### config.mk
export PLATFORM = sky130hd
export DESIGN_NAME = fifo_wr_arbiter
export DESIGN_NICKNAME = d
export VERILOG_FILES = /design/src/rtl/fifo_arb_pkg.sv /design/src/rtl/fifo_wr_arbiter_rr_pick.sv /design/src/rtl/fifo_wr_arbiter.sv
export SDC_FILE = /design/constraint.sdc
export NUM_CORES = 1
export LEC_CHECK = 0
export CELL_PAD_IN_SITES_DETAIL_PLACEMENT = 1
export CELL_PAD_IN_SITES_GLOBAL_PLACEMENT = 1
export CORE_ASPECT_RATIO = 1.1
export CORE_UTILIZATION = 21
export CTS_BUF_LIST = sky130_fd_sc_hd__clkbuf_16
export CTS_CLUSTER_DIAMETER = 200
export DETAILED_ROUTE_END_ITERATION = 7
export HOLD_SLACK_MARGIN = 0.06
export PLACE_DENSITY_LB_ADDON = 0.08
export SLEW_MARGIN = 10
export SYNTH_ARGS = -nofsm -noshare
export SYNTH_HDL_FRONTEND = slang
export SYNTH_SLANG_ARGS = --single-unit
### constraint.sdc
create_clock -name clk -period 1.9 [get_ports clk]
set_clock_uncertainty 0.2 [all_clocks]
set_input_delay 0.38 -clock clk [delete_from_list [all_inputs] [get_ports clk]]
set_output_delay 0.38 -clock clk [all_outputs]
set_load 0.01 [all_outputs]
### src/rtl/fifo_arb_pkg.sv
// Shared state encoding and width helper for the FIFO write arbiter.
package fifo_arb_pkg;

    typedef enum logic {
        ST_IDLE  = 1'b0,
        ST_GRANT = 1'b1
    } arb_state_e;

    // Bits needed to encode 0..n-1, never less than one.
    function automatic int unsigned clog2(input int unsigned n);
        int unsigned w;
        w = 1;
        while ((32'd1 << w) < n) w++;
        return w;
    endfunction

endpackage

### src/rtl/fifo_wr_arbiter_rr_pick.sv
// Combinational round-robin picker: first set request after last_owner, cyclically.
module rr_pick
    import fifo_arb_pkg::*;
#(
    parameter int N_REQ = 4,
    parameter int IW    = clog2(N_REQ)
) (
    input  logic [N_REQ-1:0] req,
    input  logic [IW-1:0]    last_owner,
    output logic             found,
    output logic [IW-1:0]    index
);

    logic [IW-1:0] cand;

    always_comb begin
        found = 1'b0;
        index = '0;
        cand  = '0;
        // k runs 1..N_REQ so last_owner itself is checked last.
        for (int k = 1; k <= N_REQ; k++) begin
            cand = IW'((32'(last_owner) + 32'(k)) % 32'(N_REQ));
            if (!found && req[cand]) begin
                found = 1'b1;
                index = cand;
            end
        end
    end

endmodule

### src/rtl/fifo_wr_arbiter.sv
// Round-robin arbiter sharing one FIFO write port among N_REQ valid/ready producers.
module fifo_wr_arbiter
    import fifo_arb_pkg::*;
#(
    parameter int N_REQ      = 4,
    parameter int DATA_WIDTH = 8,
    parameter int MAX_BURST  = 4
) (
    input  logic                        clk,
    input  logic                        rst,
    input  logic [N_REQ-1:0]            req_valid,
    input  logic [N_REQ-1:0]            req_last,
    input  logic [N_REQ*DATA_WIDTH-1:0] req_data,
    output logic [N_REQ-1:0]            req_ready,
    input  logic                        fifo_full,
    output logic                        fifo_wr_en,
    output logic [DATA_WIDTH-1:0]       fifo_din,
    output logic [clog2(N_REQ)-1:0]     grant_id,
    output logic                        busy
);

    localparam int IW = clog2(N_REQ);
    localparam int BW = clog2(MAX_BURST + 1);
    localparam logic [IW-1:0] LAST_INIT = IW'(N_REQ - 1);

    arb_state_e    state_q, state_d;
    logic [IW-1:0] owner_q, owner_d;
    logic [IW-1:0] last_owner_q, last_owner_d;
    logic [BW-1:0] beat_cnt_q, beat_cnt_d;

    logic [N_REQ-1:0][DATA_WIDTH-1:0] data_arr;
    logic                             pick_found;
    logic [IW-1:0]                    pick_idx;
    logic                             beat;

    assign data_arr = req_data;

    rr_pick #(.N_REQ(N_REQ), .IW(IW)) u_pick (
        .req        (req_valid),
        .last_owner (last_owner_q),
        .found      (pick_found),
        .index      (pick_idx)
    );

    always_comb begin
        state_d      = state_q;
        owner_d      = owner_q;
        last_owner_d = last_owner_q;
        beat_cnt_d   = beat_cnt_q;
        req_ready    = '0;
        fifo_wr_en   = 1'b0;
        fifo_din     = '0;
        beat         = 1'b0;
        case (state_q)
            ST_IDLE: begin
                if (pick_found) begin
                    owner_d    = pick_idx;
                    beat_cnt_d = '0;
                    state_d    = ST_GRANT;
                end
            end
            ST_GRANT: begin
                // Ready deliberately ignores req_valid to avoid a combinational loop.
                req_ready[owner_q] = !fifo_full && !rst;
                beat               = req_ready[owner_q] && req_valid[owner_q];
                fifo_wr_en         = beat;
                fifo_din           = data_arr[owner_q];
                if (beat) begin
                    beat_cnt_d = beat_cnt_q + BW'(1);
                    if (req_last[owner_q] || beat_cnt_d == BW'(MAX_BURST)) begin
                        state_d      = ST_IDLE;
                        last_owner_d = owner_q;
                    end
                end else if (!fifo_full && !req_valid[owner_q]) begin
                    state_d      = ST_IDLE;
                    last_owner_d = owner_q;
                end
            end
            default: state_d = ST_IDLE;
        endcase
    end

    always_ff @(posedge clk) begin
        if (rst) begin
            state_q      <= ST_IDLE;
            owner_q      <= '0;
            last_owner_q <= LAST_INIT;
            beat_cnt_q   <= '0;
        end else begin
            state_q      <= state_d;
            owner_q      <= owner_d;
            last_owner_q <= last_owner_d;
            beat_cnt_q   <= beat_cnt_d;
        end
    end

    assign busy     = (state_q == ST_GRANT);
    assign grant_id = busy ? owner_q : '0;

endmodule

# After elaboration in Yosys (flattened, before gate mapping)
# Index checks and enable logic that the tools add are counted.
dict set report classes {
  reduce_logical 18
  n_bitwise 2
  magnitude_cmp 6
  addsub 5
  mux 41
  eq_ne 4
}
# operator count
set ops {}
lappend ops {{$mux 1} 17}
lappend ops {{$bmux 8 s2} 1}
lappend ops {{$mux 2} 8}
lappend ops {{$mux 8} 2}
lappend ops {{$lt 2x3->1 const B} 5}
lappend ops {{$bmux 1 s2} 7}
lappend ops {{$logic_and 1x1->1} 7}
lappend ops {{$logic_not 1->1} 6}
lappend ops {{$mux 3} 2}
lappend ops {{$pmux 3 s2} 1}
lappend ops {{$add 2x1->2 const B} 2}
lappend ops {{$add 2x2->2 const B} 2}
lappend ops {{$and 4x4->4} 1}
lappend ops {{$mux 4} 1}
lappend ops {{$ne 2x1->1 const B} 2}
lappend ops {{$reduce_and 2->1} 2}
lappend ops {{$add 3x1->3 const B} 1}
lappend ops {{$eq 3x3->1 const B} 1}
lappend ops {{$reduce_and 3->1} 1}
lappend ops {{$demux 1 s2} 1}
lappend ops {{$ge 2x1->1 const B} 1}
lappend ops {{$ne 2x2->1 const B} 1}
lappend ops {{$pmux 1 s2} 1}
lappend ops {{$reduce_bool 2->1} 1}
lappend ops {{2 further kinds} 2}
dict set report word_totals {
  wordCells 80
  register_bits 8
  input_bits 43
}

# Depth between registers and ports, before layout
dict set report depth {
  depth_word 15
  mapped_depth 5
  mapped_depth_nobuf 5
}

# Cells and area by module
# Synthesis repeated with hierarchy kept, for this count alone.
dict set report unflattened {
  hier_cells 92
  hier_area_um2 859.6
}
# mod area_each_um2 cells_each n_inst
set by_module_without_submodules {}
lappend by_module_without_submodules {fifo_wr_arbiter 768.2 78 1}
lappend by_module_without_submodules {rr_pick 91.3 14 1}

# Worst setup path before layout
# OpenSTA, ideal clock, no wires.
dict set report synth_timing {
  path_type {register -> output}
  start {register owner_q[0]}
  end {output fifo_din[7]}
  slack_ps -44
  t_required_ps 1320
  stages_incl_launch_ff 4
  arrival_ps 1364
  path_cell_list {dfxtp_1 buf_2 mux4_1 and2_1}
}
dict set report synth_via {
  elab_chain_cells 3
}
# element line_no
set synth_rtl {}
lappend synth_rtl {{start: declaration} fifo_wr_arbiter.sv:27} ;# logic [IW-1:0] owner_q, owner_d;
lappend synth_rtl {{start signal: assignment} fifo_wr_arbiter.sv:91} ;# owner_q <= owner_d;
lappend synth_rtl {{$bmux 8 s2} fifo_wr_arbiter.sv:67} ;# fifo_din = data_arr[owner_q];
lappend synth_rtl {{$mux 8 (implied by the code)} fifo_wr_arbiter.sv:67}
lappend synth_rtl {{$mux 8} fifo_wr_arbiter.sv:54} ;# case (state_q)
lappend synth_rtl {{end: declaration} fifo_wr_arbiter.sv:17} ;# output logic [DATA_WIDTH-1:0] fifo_din,
# No other way between the ends. The select of a mux whose other input is x is not followed.

# Worst setup path in the final report
dict set report layout_timing {
  start {register owner_q[0]}
  end {output fifo_din[5]}
}
# Same word-level chain as after synthesis.

==> results_dict.tcl <==
set metrics [dict create \
    antennaDiodeCount 0 \
    die_h_um 67.47 \
    slew_headroom_pct 79.03 \
    grt_antenna_before_repair 0 \
    drtIter0Drc 10 \
    dieWidth_um 61.52 \
    rsz0062_at_grt "true" \
    io_pins 59 \
    grt_usage_pct 16.03 \
    grt_max_degree 17 \
    cp_top_family "multiplexers" \
    post-route-cell-area_um2 1720 \
    synth_ff_type "dfxtp_1" \
    wire_per_inst_um 15.29 \
    synth.cell_area_um2 818.3 \
    worst_hold_slack_ns 0.3389 \
    seq_area_frac_synth_pct 19.57 \
    clock-sinks 8 \
    netlist.area_leader.share_pct 24.77 \
    final_hold_viol_count 0 \
    synth_edf_count 0 \
    placed_cell_area_um2 1554 \
    ys_async_sr_fraction_pct 0 \
    dp_slack_ns -0.7882 \
    clockRootBuffer "clkbuf_16" \
    clk_pin_slew_ns 0.04 \
    viasPerCell 4.614 \
    cpPeakStageDelay_ns 0.50 \
    numCtsBuffers 3 \
    hold_class "reg -> reg" \
    endpoint_kind "output port" \
    grt_pass1_wl_um 4761 \
    violations "setup timing" \
    crit_fanout 7 \
    gp_congestion 0.7382 \
    total_power_mw 0.9465 \
    ir_drop_v 0.0003409 \
    grt_pass1_vias 992 \
    dr.pass1.iters 4 \
    power_density_nw_per_um2 550.2 \
    rows 23 \
    ys_types 35 \
    final-seq-area_um2 163.9 \
    synth_nets 128 \
    yosysMostFrequentCell "and2_1" \
    critPathKind "reg -> out" \
    portBuffers 58 \
    drt_wl_total_um 3211 \
    final_antenna_net_count 0 \
    ys_ff_latch 8 \
    area_delta_synth_final_pct 110.2 \
    fin_crit_ns 2.072 \
    avgSynthCellArea_um2 9.859 \
    cp.buffers_inverters 2 \
    tightest_slew_ns 0.3124 \
    status "complete, but fails checks" \
    slew_violations 0 \
    fin_crit_sh_pct 109.0 \
    route.detailed.drc 0 \
    ys.warnings.count 0 \
    h-tree-depth 1 \
    clock_path_buffers 2 \
    crit_path_top_delay_cell "mux4_2" \
    core_um2 3684 \
    grt_overflow 0 \
    critPathRequiredTime_ns 1.32 \
    final_core_util_pct 46.71 \
    cellLeakagePower_nw 0.7927 \
    cp_cell_sequence "buf_12 > mux4_2 > and2_4 > buf_6" \
    initial_utilization_pct 22.21 \
    insertion_delay_ns 0.24 \
    start_kind "flip-flop" \
    setup_violations 12 \
    drv_cap 0 \
    vias 969 \
    multi_input_area_um2 684.4 \
    syn-instance-count 83 \
    synth_common_cells "and2_1 (11), mux4_2 (9), dfxtp_1 (8)" \
    setup_ws_ns -0.1716 \
    fin_nets 207 \
    ys_top_cells_by_area "mux4_2 (25%), dfxtp_1 (20%), and2_1 (8.4%)" \
    dp_hpwl_um 2451 \
    timing.fmax_ghz 0.4827 \
    critical_path_arrival_ns 1.49 \
    drive_above_1_share_pct 45.63 \
    synth_top_area_cell "mux4_2" \
    cts_tree "yes" \
    n_fill_cell 448 \
    die_area_um2 4150 \
]
[area by class of cell]
class	instances	area share, %
tap	50	3.636
clock buffer	3	4.364
sequential	8	9.527
inverter	3	0.8000
multi-input combinational	66	39.78
timing repair buffer	80	41.89
[worst paths after layout]
check / start / endpoint / slack [ns] / depth (start not counted)
setup / recovery: owner_q[0] / fifo_din[5] / -0.17 / 4
hold / removal: beat_cnt_q[2] / beat_cnt_q[2] / 0.34 / 2
setup reg to reg: owner_q[0] / last_owner_q[0] / -0.01 / 5
hold reg to reg: beat_cnt_q[2] / beat_cnt_q[2] / 0.34 / 2
[registers in the layout, summed over array words and instances (netlist names)]
register,flops
beat_cnt_q,3
last_owner_q,2
owner_q,2
busy,1
[report_power, final]
part	internal [mW]	total, mW	switching (mW)
logic	0.247	0.389	0.143
clock network	0.272	0.362	0.0896
registers	0.182	0.195	0.0139
total	0.700	0.947	0.246
[timing repair]
| action | 4_1_cts | 5_1_grt |
|---|---|---|
| buffers inserted | 4 | 3 |
| pin swaps | 13 | 3 |
| hold buffers | 0 | 0 |
| endpoints found under the setup margin | 21 | 19 |
| gates resized for setup | 115 | 34 |
[per-stage QoR]
step / TNS (ns) / std cells
floorplan: 0 / 83
detailed placement: -10.35 / 200
global placement: -9.810 / 200
global route: -2.058 / 210
CTS: -1.613 / 207
finish: -1.458 / 210
[worst register-to-register path: cells and delay by family, from the launching register on]
family	cells	cell delay (ns)
buffers and inverters	1	0.12
DFF	1	0.35
and+or+nand+nor	1	0.16
AOI/OAI and AO/OA	2	0.42
muxes	1	0.54
[layout by cell type (no fill, tap or decap), drive strengths merged, types with 2 or more instances in the layout]
cell type / netlist / routed
mux2i: 2 / 2
a21oi: 5 / 5
dlygate4sd2: 0 / 36
and3: 2 / 2
dfxtp: 8 / 8
clkbuf: 3 / 3
o21ai: 3 / 3
inv: 3 / 3
and2: 11 / 11
nor4: 2 / 2
o32a: 2 / 2
mux4: 10 / 10
clkdlybuf4s50: 0 / 2
buf: 3 / 36
ha: 2 / 2
nor2: 6 / 6
clkdlybuf4s15: 0 / 5
nand2: 2 / 2
nor2b: 5 / 5
[metal layers]
layer / global-route usage, % / wire length, um / vias to the layer above
met5: 0 / 0 / -
met4: 6.667 / 55 / 0
met3: 2.874 / 199 / 5
met2: 28.36 / 1742 / 29
met1: 18.57 / 1213 / 468
li1: - / - / 467
[cells by family after synthesis]
group           count (synthesis)  share of synthesized area, %
simple gates                   34                         25.38
compound gates                 17                         14.38
mux                            13                         32.26
buf+inv                         9                         5.351
flops                           8                         19.57
fa+ha+maj                       2                         3.058
Note: power is estimated with default switching activity, not from simulation.
